==> src/rtl/uart_pkg.sv <==
// Shared UART definitions: FSM state encoding, parity mode, baud divisor and parity helper.
// Used by both the transmitter and the receiver so frame formats stay in lock-step.
package uart_pkg;

   typedef enum logic [2:0] {
      StIdle   = 3'd0,
      StStart  = 3'd1,
      StData   = 3'd2,
      StParity = 3'd3,
      StStop   = 3'd4
   } uart_state_e;

   typedef enum logic [1:0] {
      ParNone = 2'd0,
      ParEven = 2'd1,
      ParOdd  = 2'd2
   } parity_mode_e;

   localparam int unsigned MaxDataBits = 9;

   function automatic int unsigned calc_baud_div(input int unsigned clk_freq,
                                                 input int unsigned baud);
      return clk_freq / baud;
   endfunction

   // Callers zero-extend narrower words; the extra zeros leave the XOR reduction unchanged.
   function automatic logic parity_bit(input logic [MaxDataBits-1:0] data,
                                       input parity_mode_e mode);
      case (mode)
         ParEven: return ^data;
         ParOdd:  return ~^data;
         default: return 1'b0;
      endcase
   endfunction

endpackage

==> src/rtl/uart_tx_fifo.sv <==
// Synchronous FIFO with full/empty flags; simultaneous push and pop are both honoured.
// Pointers carry one extra wrap bit so full and empty are distinguishable.
module uart_tx_fifo #(
   parameter int unsigned WIDTH = 8,
   parameter int unsigned DEPTH = 4
) (
   input  logic             clk,
   input  logic             rst,
   input  logic             push,
   input  logic [WIDTH-1:0] push_data,
   input  logic             pop,
   output logic [WIDTH-1:0] pop_data,
   output logic             full,
   output logic             empty
);

   localparam int unsigned AW = (DEPTH > 1) ? $clog2(DEPTH) : 1;

   logic [WIDTH-1:0] mem [DEPTH];
   logic [AW:0]      wr_q, rd_q;
   logic             do_push, do_pop;

   assign empty    = (wr_q == rd_q);
   assign full     = (wr_q[AW] != rd_q[AW]) && (wr_q[AW-1:0] == rd_q[AW-1:0]);
   assign do_push  = push && !full;
   assign do_pop   = pop && !empty;
   assign pop_data = mem[rd_q[AW-1:0]];

   always_ff @(posedge clk) begin
      if (rst) begin
         wr_q <= '0;
         rd_q <= '0;
      end else begin
         if (do_push) wr_q <= wr_q + 1'b1;
         if (do_pop)  rd_q <= rd_q + 1'b1;
      end
   end

   // Storage is not reset; a reset only discards entries by clearing the pointers.
   always_ff @(posedge clk) begin
      if (do_push) mem[wr_q[AW-1:0]] <= push_data;
   end

endmodule

==> src/rtl/uart_tx_axis.sv <==
// UART transmitter with an AXI-Stream byte input: start, LSB-first data, optional parity, stop.
// Define UART_TX_FIFO_EN to place a FIFO_DEPTH-entry FIFO in front of the serialiser.
module uart_tx_axis
   import uart_pkg::*;
#(
   parameter int unsigned CLK_FREQ   = 50_000_000,
   parameter int unsigned BAUD       = 115200,
   parameter int unsigned DATA_BITS  = 8,
   parameter string       PARITY     = "even",
   parameter int unsigned STOP_BITS  = 1,
   parameter int unsigned FIFO_DEPTH = 4
) (
   input  logic                 clk,
   input  logic                 rst,
   input  logic [DATA_BITS-1:0] s_axis_tdata,
   input  logic                 s_axis_tvalid,
   output logic                 s_axis_tready,
   output logic                 tx,
   output logic                 busy,
   output logic                 tx_done
);

   localparam int unsigned  BAUD_DIV = calc_baud_div(CLK_FREQ, BAUD);
   localparam int unsigned  CNT_W    = $clog2(BAUD_DIV) + 1;
   localparam int unsigned  BIT_W    = $clog2(DATA_BITS) + 1;
   localparam parity_mode_e PAR_MODE = (PARITY == "none") ? ParNone :
                                       (PARITY == "odd")  ? ParOdd  : ParEven;

   if (BAUD_DIV < 2) begin : g_bad_baud
      $error("uart_tx_axis: CLK_FREQ/BAUD must be at least 2");
   end
   if (DATA_BITS < 5 || DATA_BITS > MaxDataBits) begin : g_bad_bits
      $error("uart_tx_axis: DATA_BITS must be 5..9");
   end
   if (FIFO_DEPTH < 2 || (FIFO_DEPTH & (FIFO_DEPTH - 1)) != 0) begin : g_bad_depth
      $error("uart_tx_axis: FIFO_DEPTH must be a power of 2");
   end

   uart_state_e              state_q, state_d;
   logic [CNT_W-1:0]         baud_q, baud_d;
   logic [BIT_W-1:0]         bit_q, bit_d;
   logic [DATA_BITS-1:0]     shift_q, shift_d;
   logic                     par_q, par_d;
   logic                     tx_q, tx_d;
   logic                     rst_q;
   logic                     start;
   logic [DATA_BITS-1:0]     start_data;
   logic [MaxDataBits-1:0]   par_data;
   logic                     baud_tick;

`ifdef UART_TX_FIFO_EN
   logic                 fifo_full, fifo_empty;
   logic [DATA_BITS-1:0] fifo_data;

   assign s_axis_tready = !fifo_full && !rst_q;
   assign start         = (state_q == StIdle) && !fifo_empty;
   assign start_data    = fifo_data;
   assign busy          = (state_q != StIdle) || !fifo_empty;

   uart_tx_fifo #(
      .WIDTH (DATA_BITS),
      .DEPTH (FIFO_DEPTH)
   ) u_fifo (
      .clk       (clk),
      .rst       (rst),
      .push      (s_axis_tvalid && s_axis_tready),
      .push_data (s_axis_tdata),
      .pop       (start),
      .pop_data  (fifo_data),
      .full      (fifo_full),
      .empty     (fifo_empty)
   );
`else
   assign s_axis_tready = (state_q == StIdle) && !rst_q;
   assign start         = s_axis_tvalid && s_axis_tready;
   assign start_data    = s_axis_tdata;
   assign busy          = (state_q != StIdle);
`endif

   assign tx        = tx_q;
   assign baud_tick = (baud_q == CNT_W'(BAUD_DIV - 1));

   always_comb begin
      par_data                = '0;
      par_data[DATA_BITS-1:0] = start_data;
   end

   always_comb begin
      state_d = state_q;
      baud_d  = baud_q;
      bit_d   = bit_q;
      shift_d = shift_q;
      par_d   = par_q;
      tx_done = 1'b0;

      // Every bit slot is BAUD_DIV cycles; state changes always coincide with the wrap.
      if (state_q != StIdle) begin
         baud_d = baud_tick ? '0 : baud_q + 1'b1;
      end

      case (state_q)
         StIdle: begin
            if (start) begin
               state_d = StStart;
               shift_d = start_data;
               par_d   = parity_bit(par_data, PAR_MODE);
               baud_d  = '0;
               bit_d   = '0;
            end
         end
         StStart: begin
            if (baud_tick) state_d = StData;
         end
         StData: begin
            if (baud_tick) begin
               shift_d = shift_q >> 1;
               if (bit_q == BIT_W'(DATA_BITS - 1)) begin
                  bit_d   = '0;
                  state_d = (PAR_MODE == ParNone) ? StStop : StParity;
               end else begin
                  bit_d = bit_q + 1'b1;
               end
            end
         end
         StParity: begin
            if (baud_tick) state_d = StStop;
         end
         StStop: begin
            if (baud_tick) begin
               if (bit_q == BIT_W'(STOP_BITS - 1)) begin
                  state_d = StIdle;
                  bit_d   = '0;
                  tx_done = 1'b1;
               end else begin
                  bit_d = bit_q + 1'b1;
               end
            end
         end
         default: state_d = StIdle;
      endcase

      // Line level is decoded from the next state so tx itself can be a plain register.
      case (state_d)
         StStart:  tx_d = 1'b0;
         StData:   tx_d = shift_d[0];
         StParity: tx_d = par_d;
         default:  tx_d = 1'b1;
      endcase
   end

   always_ff @(posedge clk) begin
      if (rst) begin
         state_q <= StIdle;
         baud_q  <= '0;
         bit_q   <= '0;
         shift_q <= '0;
         par_q   <= 1'b0;
         tx_q    <= 1'b1;
         rst_q   <= 1'b1;
      end else begin
         state_q <= state_d;
         baud_q  <= baud_d;
         bit_q   <= bit_d;
         shift_q <= shift_d;
         par_q   <= par_d;
         tx_q    <= tx_d;
         rst_q   <= 1'b0;
      end
   end

endmodule

==> config.mk <==
export PLATFORM = sky130hd
export DESIGN_NAME = uart_tx_axis
export DESIGN_NICKNAME = d
export VERILOG_FILES = /design/src/rtl/uart_pkg.sv /design/src/rtl/uart_tx_fifo.sv /design/src/rtl/uart_tx_axis.sv
export SDC_FILE = /design/constraint.sdc
export NUM_CORES = 1
export LEC_CHECK = 0
export ABC_AREA = 0
export CORE_MARGIN = 2
export CORE_UTILIZATION = 30
export CTS_CLUSTER_DIAMETER = 40
export DETAILED_ROUTE_END_ITERATION = 10
export PLACE_DENSITY = 0.49
export SLEW_MARGIN = 30
export SYNTH_ARGS = -nofsm -noshare
export SYNTH_HDL_FRONTEND = slang
export SYNTH_SLANG_ARGS = --single-unit
==> constraint.sdc <==
create_clock -name clk -period 2.3 [get_ports clk]
set_input_delay 0.69 -clock clk [delete_from_list [all_inputs] [get_ports clk]]
set_output_delay 0.69 -clock clk [all_outputs]
set_load 0.01 [all_outputs]
# ---- Word-level counts from Yosys, hierarchy flattened
# Cells that the tools add are included.
dict set report word_totals {
  mem_bits_ro 0
  memories 0
  word_cells 61
  input_bits 11
  latch_bits 0
  out_inout_bits 4
  register_bits 28
  ramBits 0
}
dict set report classes {
  n_bitwise 0
  addsub 2
  n_reduce_logical 11
  mul 0
  shifts 0
  div 0
  n_eq_ne 12
  magnitude_cmp 0
  muxes 28
}
# op count
set op_table {}
lappend op_table {{10-bit 2-to-1 mux} 4}
lappend op_table {{3-bit 2-to-1 mux} 7}
lappend op_table {{4-bit 2-to-1 mux} 5}
lappend op_table {{8-bit 2-to-1 mux} 2}
lappend op_table {{8-bit one-hot mux with 2 select lines} 1}
lappend op_table {{3-bit one-hot mux with 5 select lines} 1}
lappend op_table {{3-bit by 2-bit == test with 1-bit output, second input constant} 4}
lappend op_table {{4-bit one-hot mux with 3 select lines} 1}
lappend op_table {{10-bit by 1-bit adder with 10-bit output, second input constant} 1}
lappend op_table {{10-bit by 9-bit == test with 1-bit output, second input constant} 1}
lappend op_table {{9-bit XOR reduction} 1}
lappend op_table {{3-bit by 1-bit == test with 1-bit output, second input constant} 2}
lappend op_table {{1-bit 2-to-1 mux} 6}
lappend op_table {{2-bit != test, second input constant} 3}
lappend op_table {{3-bit nonzero test} 2}
lappend op_table {{4-bit by 1-bit adder with 4-bit output, second input constant} 1}
lappend op_table {{4-bit by 3-bit == test with 1-bit output, second input constant} 1}
lappend op_table {{4-bit zero test} 1}
lappend op_table {{4-bit AND reduction} 1}
lappend op_table {{3-bit == test, second input constant} 1}
lappend op_table {{3-bit zero test} 1}
lappend op_table {{1-bit one-hot mux with 3 select lines} 1}
lappend op_table {{3-bit AND reduction} 1}
lappend op_table {{1-bit logical AND} 2}
lappend op_table {{2 further kinds} 2}

# ---- Logic depth before layout (Yosys ltp)
dict set report depth {
  ltp_word 7
  mapped_depth 8
  depth_no_buf 7
}

# ---- Worst setup path before layout
# No wires, ideal clock.
dict set report synth_path {
  path_kind {register -> register}
  from {register baud_q[0]}
  to {register tx_q (netlist: tx)}
  required_ns 2.180
  stages_incl_launch_ff 7
  setup_slack_ns 0.199
  arrival_ns 1.981
  period_less_slack_ns 2.101
  cell_sequence {dfxtp_1 ha_1 and4bb_1 nand4_1 and3_1 or4b_1 a211o_1}
}
dict set report synth_between {
  elab_chain_cells 5
}
# element line_no
set synth_rtl {}
lappend synth_rtl {{start: declaration} uart_tx_axis.sv:40} ;# logic [CNT_W-1:0] baud_q, baud_d;
lappend synth_rtl {{start signal: assignment} uart_tx_axis.sv:162} ;# baud_q <= baud_d;
lappend synth_rtl {{10-bit by 9-bit == test with 1-bit output *} uart_tx_axis.sv:81} ;# assign baud_tick = (baud_q == CNT_W'(BAUD_DIV - 1));
lappend synth_rtl {{3-bit 2-to-1 mux, on equally long branches} --}
lappend synth_rtl {{3-bit one-hot mux with 5 select lines} uart_tx_axis.sv:101} ;# case (state_q)
lappend synth_rtl {{3-bit by 2-bit == test with 1-bit output / 3-bit by 1-bit == test with 1-bit output (equally long branches)} uart_tx_axis.sv:143} ;# case (state_d)
lappend synth_rtl {{1-bit one-hot mux with 3 select lines *} uart_tx_axis.sv:143}
lappend synth_rtl {{end signal: assignment} uart_tx_axis.sv:166} ;# tx_q <= tx_d;
lappend synth_rtl {{end: declaration} uart_tx_axis.sv:44} ;# logic tx_q, tx_d;
# Every way passes the cells marked *; elsewhere a longest branch is shown, timed or not. The select of a mux whose other input is x is not followed.
# A chain may end at the register's enable or synchronous reset.

# ---- Worst setup path in the final report
dict set report layout_path {
  from {register bit_q[0]}
  to {output tx_done}
}
dict set report layout_between {
  elab_chain_cells 4
}
# element line_no
set layout_rtl {}
lappend layout_rtl {{start: declaration} uart_tx_axis.sv:41} ;# logic [BIT_W-1:0] bit_q, bit_d;
lappend layout_rtl {{start signal: assignment} uart_tx_axis.sv:163} ;# bit_q <= bit_d;
lappend layout_rtl {{4-bit zero test} uart_tx_axis.sv:130} ;# if (bit_q == BIT_W'(STOP_BITS - 1)) begin
lappend layout_rtl {{1-bit 2-to-1 mux} uart_tx_axis.sv:130}
lappend layout_rtl {{1-bit 2-to-1 mux} uart_tx_axis.sv:129} ;# if (baud_tick) begin
lappend layout_rtl {{1-bit 2-to-1 mux} uart_tx_axis.sv:101}
lappend layout_rtl {{end: declaration} uart_tx_axis.sv:20} ;# output logic tx_done
# Every way passes these cells.

==> run metrics <==
startpoint types=register; I/O Buffers=14; most common cell after layout, fill and taps aside=buf_4; setup_tns=-0.0787 ns; DRT Pass-1 Iters=4; Clock Skews=0.00280 ns; cells after synthesis=192; DR top layer=met4; nets@finish=266; total nets after synthesis=207; min Tclk post-route=2.35 ns; Residual DRC=0; yosys synthesis warning count=0; initial antenna violation count=0; Setup WS post-layout=-0.0462 ns; Pleak=0.860 nW; reg-to-reg startpoint=bit_q[0]; Mapped Area=1560 um^2; EDFF count, synth=0; Total GRT Usage=14.9%; layout cells sized above 1=30.0%; RSZ-0062 raised after global routing=true; row count=26; met1 WL=2140 um; most frequent cells in the layout=buf_4, nor2_1, dfxtp_1; Initial Util=30.8%; vias post-DR=1577; # IOs=15; per-cell routed wire length=12.9 um; Critical R2R Capture=bit_q[0]; Place WS=-0.375 ns; die area=5800 um^2; Slew @ Worst Pin=0.644 ns; ANT cells=0; Arr. time, crit path=1.66 ns; worst setup path startpoint=bit_q[0]; root buf cell=clkbuf_8; dpl hpwl=3030 um; Hold Path Cell Cnt=2; Worst EP required=1.61 ns; reg2reg setup slack=-0.03 ns; worst min-delay path endpoint=shift_q[4]; relative slew slack=56.4%; Die X=76.2 um; crit end category=primary output; H-Tree Depth=1; die height=76.2 um; drt total wl=4130 um; endpoints failing setup=2; CTS buffer count=3; TritonCTS Sinks=28; syn_area_per_cell=8.14 um^2; Clock Path Buffers=2; number of vias per cell=4.93; Seq cells post-synth=28; worst-path maximum fanout=2; Fmax=0.426 GHz; Clock Latency Late Sink=0.27 ns; WL met3=113 um; outcome=finished with violations; IR drop worst, VDD=318 uV; met2 WL=1850 um; post-route ant nets=0; cts-stage hold buffer count=0; CTS tree=done; Cell Pwr Density=462 nW/um^2; number of global-route vias before repair=1446; Initial DRC Count=86; failing checks=negative setup slack; Async S/R FF share, synth=0%; R2R depth=18; final hold violation count=0; core area=5070 um^2; post-synthesis sequential area ratio=35.9%; prevailing post-synth register cell=dfxtp_1; distinct cell type count after synthesis=47; Worst-path clk slew=0.10 ns; max-cap violations=0; pin count of the biggest net entering global routing=17; Slew Viols, Final=0; period utilization=102%; worst hold path type=reg -> reg; Hold Startpoint=shift_q[4]; first-pass GRT wire length=7110 um; Layout area overhead=43.6%; grt ovf=0; routability cong.=0.823; WS Path Type=reg -> out
layout make-up:
cell class	count	area (um^2)
flip-flops and latches	28	567
multi-input cells	151	997
repair buffers	62	502
inverters	5	18.8
clock buffers	3	41.3
well taps	70	87.6
clock inverters	1	30.0
fillers	523	2830
repair_timing:
item                                    CTS  global route
hold endpoints to repair                  0             0
resized for setup                        25             2
pin swaps                                 6             2
endpoints found under the setup margin    2             9
setup buffers                            28             1
kinds of logic (layout without fill, tap and decap cells):
kind of cell               after synthesis  in the layout  synth area share, %
AOI/OAI and AO/OA                       52             52                 21.1
xor gates and xnor gates                 7              7                 3.92
adders and majority gates                4              4                 3.20
buffers and inverters                   13             71                 3.28
DFF                                     28             28                 35.9
and+or+nand+nor                         88             88                 32.6
power by group:
part / switching, mW / total (mW) / internal [mW]
combinational: 0.0721 / 0.143 / 0.0708
sequential: 0.00794 / 0.506 / 0.498
clock: 0.154 / 0.387 / 0.233
routing by layer:
metal	up-vias	track usage [%]
li1	815	-
met1	738	21.8
met2	22	23.1
met3	2	2.84
met4	0	2.73
met5	-	0
how the worst max path moves through the flow:
stage / cells past startpoint / end
final: 6 / tx_done
after global routing: 6 / tx_done
after CTS: 6 / tx_done
after detailed placement: 6 / tx_done
after global placement: 6 / tx_done
after floorplan: 6 / tx
synthesized netlist by cell type (2+ instances only):
library cell / n / area [um^2]
nand4_1: 4 / 25.0
nor3b_1: 3 / 22.5
ha_1: 4 / 50.1
nand2b_1: 2 / 12.5
dfxtp_1: 28 / 561
nor2b_1: 4 / 25.0
xnor2_1: 7 / 61.3
a31oi_1: 3 / 18.8
and3_1: 5 / 31.3
a211oi_1: 4 / 30.0
clkbuf_1: 5 / 18.8
a311oi_1: 3 / 26.3
nand4b_1: 2 / 17.5
nand2_1: 19 / 71.3
a21oi_1: 22 / 110
nand3_1: 6 / 30.0
buf_2: 2 / 10.0
nor2_1: 25 / 93.8
inv_1: 5 / 18.8
a22oi_1: 6 / 45.0
o21ai_0: 7 / 35.0
through the flow:
stage	instances	utilization, %	area, um^2	total power [mW]	hold slack (ns)
global placement	297	38.9	1980	0.660	0.445
detailed placement	297	38.9	1980	0.660	0.452
CTS	323	44.8	2280	1.06	0.468
global route	320	44.2	2240	1.10	0.481
floorplan	192	-	1560	0.595	0.436
finish	320	44.2	2240	1.04	0.462
registers in the layout, summed over array words and instances (netlist names):
register / flops
baud_q: 10
state_q: 3
par_q: 1
shift_q: 8
bit_q: 4
tx: 1
rst_q: 1
worst max-delay path, cell delays in order (launching register included):
cell and delay (ns):
dfxtp_2 0.34, inv_2 0.07, ha_4 0.11, or3b_4 0.39, nor4_4 0.16, and3_1 0.18, buf_2 0.12
(Power assumes the default switching activity.)
